File: src/rtl/main_mem_ctrl_pkg.sv
// Shared constants, FSM state type and address helpers for the main-memory
// controller and its backing array.
package mem_pkg;

   localparam int ADDR_W  = 9;
   localparam int DATA_W  = 8;
   localparam int BEATS   = 4;
   localparam int LATENCY = 4;
   localparam int BEAT_W  = $clog2(BEATS);

   typedef enum logic [1:0] {
      IDLE   = 2'd0,
      WAIT   = 2'd1,
      RBURST = 2'd2,
      WBURST = 2'd3
   } mem_state_t;

   // Line-aligned base address: the beat-offset bits are forced to zero.
   function automatic logic [ADDR_W-1:0] line_base(input logic [ADDR_W-1:0] addr);
      return {addr[ADDR_W-1:BEAT_W], {BEAT_W{1'b0}}};
   endfunction

   // Power-on content of a byte: low address byte, with address bit 8
   // folded onto data bit 7 so the upper half differs from the lower half.
   function automatic logic [DATA_W-1:0] init_byte(input logic [ADDR_W-1:0] addr);
      return addr[DATA_W-1:0] ^ {addr[DATA_W], {(DATA_W-1){1'b0}}};
   endfunction

endpackage

File: src/rtl/main_mem_ctrl_if.sv
// Cache <-> main-memory bus. The cache side is the master, memory the slave.
//
// Handshake: ready_mem high means the controller is idle; a rd_mem/wr_mem
// level sampled on a rising edge while ready_mem is high starts exactly one
// transaction. While ready_mem is low requests are ignored (no queuing).
// rd_valid qualifies data_mem_rd beat by beat; wr_active/wr_beat say which
// write beat is being sampled from data_mem_wr on the closing edge.
interface main_mem_ctrl_if #(
   parameter int ADDR_W = mem_pkg::ADDR_W,
   parameter int DATA_W = mem_pkg::DATA_W,
   parameter int BEATS  = mem_pkg::BEATS
);
   localparam int BEAT_W = $clog2(BEATS);

   logic [ADDR_W-1:0] addr_mem;
   logic              rd_mem;
   logic              wr_mem;
   logic [DATA_W-1:0] data_mem_wr;
   logic [DATA_W-1:0] data_mem_rd;
   logic              rd_valid;
   logic [BEAT_W-1:0] wr_beat;
   logic              wr_active;
   logic              ready_mem;

   modport master (
      output addr_mem, rd_mem, wr_mem, data_mem_wr,
      input  data_mem_rd, rd_valid, wr_beat, wr_active, ready_mem
   );

   modport slave (
      input  addr_mem, rd_mem, wr_mem, data_mem_wr,
      output data_mem_rd, rd_valid, wr_beat, wr_active, ready_mem
   );
endinterface

File: src/rtl/main_mem_ctrl_array.sv
// Backing store: one synchronous read port, one synchronous write port.
// Each location holds the XOR difference from its power-on pattern, so a
// RAM that powers up as all zeros reads back the required initial image
// without any load step; reset leaves the contents alone.
module mem_array
   import mem_pkg::*;
#(
   parameter int ADDR_W = mem_pkg::ADDR_W,
   parameter int DATA_W = mem_pkg::DATA_W
) (
   input  logic              clock,
   input  logic              reset,
   input  logic              rd_en,
   input  logic [ADDR_W-1:0] rd_addr,
   output logic [DATA_W-1:0] rd_data,
   input  logic              wr_en,
   input  logic [ADDR_W-1:0] wr_addr,
   input  logic [DATA_W-1:0] wr_data
);
   localparam int DEPTH = 2 ** ADDR_W;

   logic [DATA_W-1:0] mem_q [DEPTH];
   logic [DATA_W-1:0] rd_data_q;
   logic [DATA_W-1:0] rd_data_d;

   // Read data register only moves when a read is requested.
   always_comb begin
      rd_data_d = rd_data_q;
      if (rd_en) begin
         rd_data_d = mem_q[rd_addr] ^ init_byte(rd_addr);
      end
   end

   // Output register clears on reset so the bus reads zero when idle after reset.
   always_ff @(posedge clock) begin
      if (reset) begin
         rd_data_q <= '0;
      end else begin
         rd_data_q <= rd_data_d;
      end
   end

   // Array write; contents are deliberately not touched by reset.
   always_ff @(posedge clock) begin
      if (wr_en) begin
         mem_q[wr_addr] <= wr_data ^ init_byte(wr_addr);
      end
   end

   assign rd_data = rd_data_q;

endmodule

File: src/rtl/main_mem_ctrl.sv
// Main-memory controller: accepts one line fill or write-back at a time,
// waits a fixed latency, then streams a wrapped burst of BEATS bytes.
module main_mem_ctrl
   import mem_pkg::*;
#(
   parameter int ADDR_W  = mem_pkg::ADDR_W,
   parameter int DATA_W  = mem_pkg::DATA_W,
   parameter int BEATS   = mem_pkg::BEATS,
   parameter int LATENCY = mem_pkg::LATENCY
) (
   input  logic           clock,
   input  logic           reset,
   main_mem_ctrl_if.slave bus,
   output mem_state_t     state_dbg
);
   localparam int BCNT_W = $clog2(BEATS);
   localparam int LAT_W  = (LATENCY > 1) ? $clog2(LATENCY) : 1;

   mem_state_t        state_q, state_d;
   logic [ADDR_W-1:0] base_q, base_d;
   logic              op_wr_q, op_wr_d;
   logic [LAT_W-1:0]  lat_q, lat_d;
   logic [BCNT_W-1:0] beat_q, beat_d;
   logic              ready_q, ready_d;
   logic              rd_valid_q, rd_valid_d;
   logic              wr_active_q, wr_active_d;
   logic [BCNT_W-1:0] wr_beat_q, wr_beat_d;

   logic              lat_last;
   logic              beat_last;
   logic              rd_en;
   logic              wr_en;
   logic [BCNT_W-1:0] rd_off;
   logic [ADDR_W-1:0] rd_addr;
   logic [ADDR_W-1:0] wr_addr;
   logic [DATA_W-1:0] rd_data;

   assign lat_last  = (lat_q == LAT_W'(LATENCY - 1));
   assign beat_last = (beat_q == BCNT_W'(BEATS - 1));

   // Next-state, counters and registered outputs derived from the next state.
   always_comb begin
      state_d = state_q;
      base_d  = base_q;
      op_wr_d = op_wr_q;
      lat_d   = lat_q;
      beat_d  = beat_q;
      case (state_q)
         IDLE: begin
            if (bus.wr_mem || bus.rd_mem) begin
               base_d  = line_base(bus.addr_mem);
               op_wr_d = bus.wr_mem;   // a simultaneous read is dropped
               lat_d   = '0;
               beat_d  = '0;
               state_d = WAIT;
            end
         end
         WAIT: begin
            if (lat_last) begin
               beat_d  = '0;
               state_d = op_wr_q ? WBURST : RBURST;
            end else begin
               lat_d = lat_q + LAT_W'(1);
            end
         end
         RBURST, WBURST: begin
            beat_d = beat_q + BCNT_W'(1);
            if (beat_last) begin
               state_d = IDLE;
            end
         end
         default: state_d = IDLE;
      endcase
      ready_d     = (state_d == IDLE);
      rd_valid_d  = (state_d == RBURST);
      wr_active_d = (state_d == WBURST);
      wr_beat_d   = wr_active_d ? beat_d : '0;
   end

   // FSM and output registers with synchronous reset.
   always_ff @(posedge clock) begin
      if (reset) begin
         state_q     <= IDLE;
         base_q      <= '0;
         op_wr_q     <= 1'b0;
         lat_q       <= '0;
         beat_q      <= '0;
         ready_q     <= 1'b1;
         rd_valid_q  <= 1'b0;
         wr_active_q <= 1'b0;
         wr_beat_q   <= '0;
      end else begin
         state_q     <= state_d;
         base_q      <= base_d;
         op_wr_q     <= op_wr_d;
         lat_q       <= lat_d;
         beat_q      <= beat_d;
         ready_q     <= ready_d;
         rd_valid_q  <= rd_valid_d;
         wr_active_q <= wr_active_d;
         wr_beat_q   <= wr_beat_d;
      end
   end

   // The array read is one cycle deep, so beat 0 is fetched during the last
   // WAIT cycle and each read beat prefetches the next one. Reset suppresses
   // both ports so an interrupted write commits nothing on the reset edge.
   assign rd_en   = !reset &&
                    (((state_q == WAIT) && lat_last && !op_wr_q) ||
                     ((state_q == RBURST) && !beat_last));
   assign rd_off  = (state_q == RBURST) ? (beat_q + BCNT_W'(1)) : '0;
   assign rd_addr = {base_q[ADDR_W-1:BCNT_W], rd_off};
   assign wr_en   = wr_active_q && !reset;
   assign wr_addr = {base_q[ADDR_W-1:BCNT_W], wr_beat_q};

   mem_array #(
      .ADDR_W (ADDR_W),
      .DATA_W (DATA_W)
   ) u_array (
      .clock   (clock),
      .reset   (reset),
      .rd_en   (rd_en),
      .rd_addr (rd_addr),
      .rd_data (rd_data),
      .wr_en   (wr_en),
      .wr_addr (wr_addr),
      .wr_data (bus.data_mem_wr)
   );

   assign bus.data_mem_rd = rd_data;
   assign bus.rd_valid    = rd_valid_q;
   assign bus.wr_active   = wr_active_q;
   assign bus.wr_beat     = wr_beat_q;
   assign bus.ready_mem   = ready_q;
   assign state_dbg       = state_q;

endmodule

File: src/flat_wrapper.sv
// flat-port wrapper written by rule: the top's interface ports become plain ports
module main_mem_ctrl_flat import mem_pkg::*;
#(
   parameter int ADDR_W  = mem_pkg::ADDR_W,
   parameter int DATA_W  = mem_pkg::DATA_W,
   parameter int BEATS   = mem_pkg::BEATS,
   parameter int LATENCY = mem_pkg::LATENCY
)
  (clock, reset, state_dbg, bus_addr_mem, bus_rd_mem, bus_wr_mem, bus_data_mem_wr, bus_data_mem_rd, bus_rd_valid, bus_wr_beat, bus_wr_active, bus_ready_mem);
  main_mem_ctrl_if #(.ADDR_W(ADDR_W), .DATA_W(DATA_W), .BEATS(BEATS)) bus_i ();
  input  logic clock;
  input  logic reset;
  output mem_state_t state_dbg;
  input wire logic [$bits(bus_i.addr_mem)-1:0] bus_addr_mem;
  input wire logic [$bits(bus_i.rd_mem)-1:0] bus_rd_mem;
  input wire logic [$bits(bus_i.wr_mem)-1:0] bus_wr_mem;
  input wire logic [$bits(bus_i.data_mem_wr)-1:0] bus_data_mem_wr;
  output wire logic [$bits(bus_i.data_mem_rd)-1:0] bus_data_mem_rd;
  output wire logic [$bits(bus_i.rd_valid)-1:0] bus_rd_valid;
  output wire logic [$bits(bus_i.wr_beat)-1:0] bus_wr_beat;
  output wire logic [$bits(bus_i.wr_active)-1:0] bus_wr_active;
  output wire logic [$bits(bus_i.ready_mem)-1:0] bus_ready_mem;
  assign bus_i.addr_mem = bus_addr_mem;
  assign bus_i.rd_mem = bus_rd_mem;
  assign bus_i.wr_mem = bus_wr_mem;
  assign bus_i.data_mem_wr = bus_data_mem_wr;
  assign bus_data_mem_rd = bus_i.data_mem_rd;
  assign bus_rd_valid = bus_i.rd_valid;
  assign bus_wr_beat = bus_i.wr_beat;
  assign bus_wr_active = bus_i.wr_active;
  assign bus_ready_mem = bus_i.ready_mem;
  main_mem_ctrl #(.ADDR_W(ADDR_W), .DATA_W(DATA_W), .BEATS(BEATS), .LATENCY(LATENCY)) u_core (.clock(clock), .reset(reset), .bus(bus_i), .state_dbg(state_dbg));
endmodule
File: config.mk
export PLATFORM = sky130hd
export DESIGN_NAME = main_mem_ctrl_flat
export DESIGN_NICKNAME = d
export VERILOG_FILES = /design/src/rtl/main_mem_ctrl_pkg.sv /design/src/rtl/main_mem_ctrl_if.sv /design/src/rtl/main_mem_ctrl_array.sv /design/src/rtl/main_mem_ctrl.sv /design/src/flat_wrapper.sv
export SDC_FILE = /design/constraint.sdc
export NUM_CORES = 2
export LEC_CHECK = 0
export ABC_AREA = 1
export CAP_MARGIN = 20
export CORE_ASPECT_RATIO = 1.1
export CORE_UTILIZATION = 48
export DETAILED_ROUTE_END_ITERATION = 16
export PLACE_DENSITY = 0.68
export SYNTH_ARGS = -nofsm -noshare
export SYNTH_HDL_FRONTEND = slang
export SYNTH_HIERARCHICAL = 1
export SYNTH_SLANG_ARGS = --single-unit
File: constraint.sdc
create_clock -name clock -period 23.6 [get_ports clock]
set_clock_uncertainty 0.05 [all_clocks]
set_input_delay 4.72 -clock clock [delete_from_list [all_inputs] [get_ports clock]]
set_output_delay 4.72 -clock clock [all_outputs]
set_load 0.005 [all_outputs]
==> results.json <==
{
  "fin_nets": 13602,
  "timing.rr.end": "u_core/u_array/rd_data[1]",
  "p_per_area_nw_per_um2": 84.0,
  "reg2reg_depth": 26,
  "via_per_inst": 5.89,
  "tns_ps": 0,
  "ctsHoldBuffers": 0,
  "post-dp-hpwl_mm": 234,
  "required_ps": 24360,
  "critical_path_class": "reg -> reg",
  "clkPwrFrac": 0.404,
  "grt_pass1_vias": 100591,
  "cts_tree": "done",
  "drive_gt1_frac": 0.0539,
  "yosys_register_bits": 4123,
  "cts.path.max_buffers": 4,
  "wl_per_cell_um": 23.8,
  "syn_inst": 13956,
  "hp-class": "reg -> reg",
  "min_path_cells": 1,
  "ios": 36,
  "start_util": 0.482,
  "report.power.total_mw": 15.4,
  "synthDistinctLibCells": 31,
  "grt_setup_unrepaired": "no",
  "rows": 227,
  "async_reset_ff_frac": 0,
  "antenna_found_initial": 17,
  "regToRegSetupSlack_ps": 15050,
  "portBuffers": 33,
  "ctsRootBufferMaster": "clkbuf_16",
  "gr-usage-all-layers": 0.245,
  "status": "complete, no violations",
  "drc": 0,
  "pwr-share-comb": 0.058,
  "drt_iter0_markers": 14633,
  "max-slew-margin-rel": 0.184,
  "ys_seq_area_frac": 0.738,
  "final_hold_viol_count": 0,
  "n_fill_cell": 28399,
  "htreeDepth": 5,
  "grt_pass1_wl_mm": 648,
  "postRouteAntennaNets": 0,
  "cts_made_buffers": 404,
  "worstSkewPairLatency_ps": 930,
  "cts-resized-gates": 0,
  "cp_max_fo": 195,
  "min_to": "u_core/lat_q[0]",
  "netlist_top_cells_area": "edfxtp_1 (73%), nand3_1 (9.6%), nand2_1 (8.2%)",
  "post_cts_buffers": 0,
  "synthFlopType": "edfxtp_1",
  "vdd_drop_max_uv": 64.4,
  "first_pass_iters": 8,
  "syn2layout_area_growth_pct": 9.12,
  "p_leak_nw": 61.7,
  "synthesis.area_per_instance_um2": 12.0,
  "drv_cap": 0,
  "synth_area_um2": 167000,
  "die_h_um": 622,
  "synth-edff-count": 4096,
  "hp-start": "u_core/lat_q[0]",
  "max_freq_mhz": 117,
  "gr-total-overflow": 0,
  "ys.warnings.count": 6,
  "period_needed_ps": 8550,
  "critical_path_arrival_ps": 9300,
  "final-max-slew-violation-count": 0,
  "clock-sinks": 4123,
  "p_switching_mw": 3.41,
  "dieArea_um2": 351000,
  "syn_nets": 13983,
  "die_w_um": 565,
  "coreArea_um2": 347000,
  "vias": 108834,
  "wl_mm": 441,
  "netSwitchingFraction": 0.222,
  "gp_congestion": 0.875,
  "endpoint_kind": "register",
  "seqPwrFrac": 0.538,
  "synth_top_area_cell": "edfxtp_1",
  "crit_path_start_kind": "register",
  "cts.clk_slew.worst_paths_ps": 60,
  "power.internal_mw": 11.9,
  "netlist.area_leader.share": 0.734,
  "grt_max_degree": 204,
  "period_share": 0.362,
  "setup_viol": 0,
  "tightest_slew_ps": 1220,
  "r2r-start": "u_core/state_dbg[1]"
}
## power groups by stage
stage               clock network (mW)  logic (mW)  registers (mW)
finish                            6.20       0.895            8.26
global route                      6.53       0.936            8.26
CTS                               6.25       0.879            8.26
detailed placement                   0       0.878            8.42
global placement                     0       0.863            8.42
floorplan                            0       0.456            8.66
## layer usage
layer	part of all wire	up-vias	track usage
met5	0.00012	-	0
met4	0.042	6	0.101
li1	-	49045	-
met2	0.47	5772	0.388
met1	0.39	53139	0.338
met3	0.097	872	0.0387
## cell type report
cell class	instances	area (um2)	area share
clock buffers	519	10700	0.0587
well taps	4580	5730	0.0314
inverters	69	304	0.00166
clock inverters	203	1790	0.00979
repair buffers	203	1930	0.0106
multi-input cells	8774	38700	0.212
flip-flops and latches	4123	124000	0.676
diodes	20	50.0	0.000274
## registers in the layout (all words and copies together), names as in the netlist
register                flops
u_core/bus.ready_mem        1
u_core/state_dbg            2
u_core/bus.rd_valid         1
u_core/lat_q                2
u_core/bus.wr_active        1
u_core/u_array/mem_q     4096
u_core/beat_q               2
u_core/bus.wr_beat          2
u_core/op_wr_q              1
u_core/u_array/rd_data      8
u_core/base_q               7
## placed cells by master (no fill, tap or decap), types with 2 or more instances in the layout
cell,count
edfxtp_1,4096
nand2_1,3660
nand3_1,3220
nor2_1,1064
o21ai_0,504
clkbuf_16,413
o22ai_1,247
buf_4,143
clkbuf_1,106
clkinv_1,91
clkinv_2,63
inv_1,56
clkdlybuf4s50_1,33
bufinv_16,32
buf_12,26
dfxtp_1,22
diode_2,20
clkinvlp_4,13
a21oi_1,13
nand2_4,12
o21ai_1,12
xor2_4,8
inv_6,6
nor2_2,6
ha_1,6
nor3_1,5
nor2_4,4
dfxtp_4,4
nand4_1,4
inv_2,3
inv_8,3
clkinv_8,2
clkinv_4,2
o21ai_2,2
a21oi_2,2
nand2_2,2
## logic make-up (layout without fill, tap and decap cells)
group | after synthesis | after routing | share of synthesized area
other cells | 0 | 20 | 0
xor+xnor | 8 | 8 | 0.000418
flops | 4123 | 4123 | 0.738
simple gates | 7979 | 7979 | 0.203
buf+inv | 1059 | 994 | 0.0331
fa+ha+maj | 6 | 6 | 0.000448
compound gates | 781 | 781 | 0.0253
## cell usage after synthesis (all sizes together), types with 8 or more instances
cell type	number
buf	748
nand2	3674
nand3	3220
edfxtp	4096
o22ai	247
inv	64
dfxtp	27
clkbuf	242
xor2	8
a21oi	15
nor2	1074
o21ai	518
## worst max-delay path, stage by stage, from the launching register on
cell and delay [ps]:
dfxtp_1 400, inv_2 90, or2_0 190, nor2_4 50, buf_12 280, inv_16 460, buf_12 640, buf_4 760
buf_4 780, buf_4 620, buf_4 820, buf_4 790, nand2_1 110, nand3_1 110, nand3_1 120, nand3_1 140
nand3_1 150, nand2_1 180, nand2_1 60, nand2_1 130, nand2_1 130, nand3_1 230, nand3_1 310, nand3_1 170
nand3_1 90, nand2_1 90, inv_1 40
## worst max-delay path by stage
| stage | start | endpoint | cells after the start |
|---|---|---|---|
| floorplan | bus_data_mem_wr[7] | u_core/u_array/mem_q[0][7] | 1 |
| global placement | bus_data_mem_wr[3] | u_core/u_array/mem_q[430][3] | 6 |
| detailed placement | bus_data_mem_wr[3] | u_core/u_array/mem_q[430][3] | 6 |
| CTS | u_core/state_dbg[1] | u_core/u_array/rd_data[1] | 26 |
| global route | u_core/state_dbg[1] | u_core/u_array/rd_data[1] | 26 |
| finish | u_core/state_dbg[1] | u_core/u_array/rd_data[1] | 26 |
## stage by stage
stage          utilization  area (um2)  setup WS (ps)  hold WS (ps)  std cells
2_1_floorplan            -      167000           2890           379      13956
3_3_place_gp         0.490      170000          14540           395      17748
3_5_place_dp         0.490      170000          14470           404      17749
4_1_cts              0.526      183000          15060           415      18471
5_1_grt              0.526      183000          14460           450      18475
6_report             0.526      183000          15050           409      18491
Power figures use the tool's default switching activity.
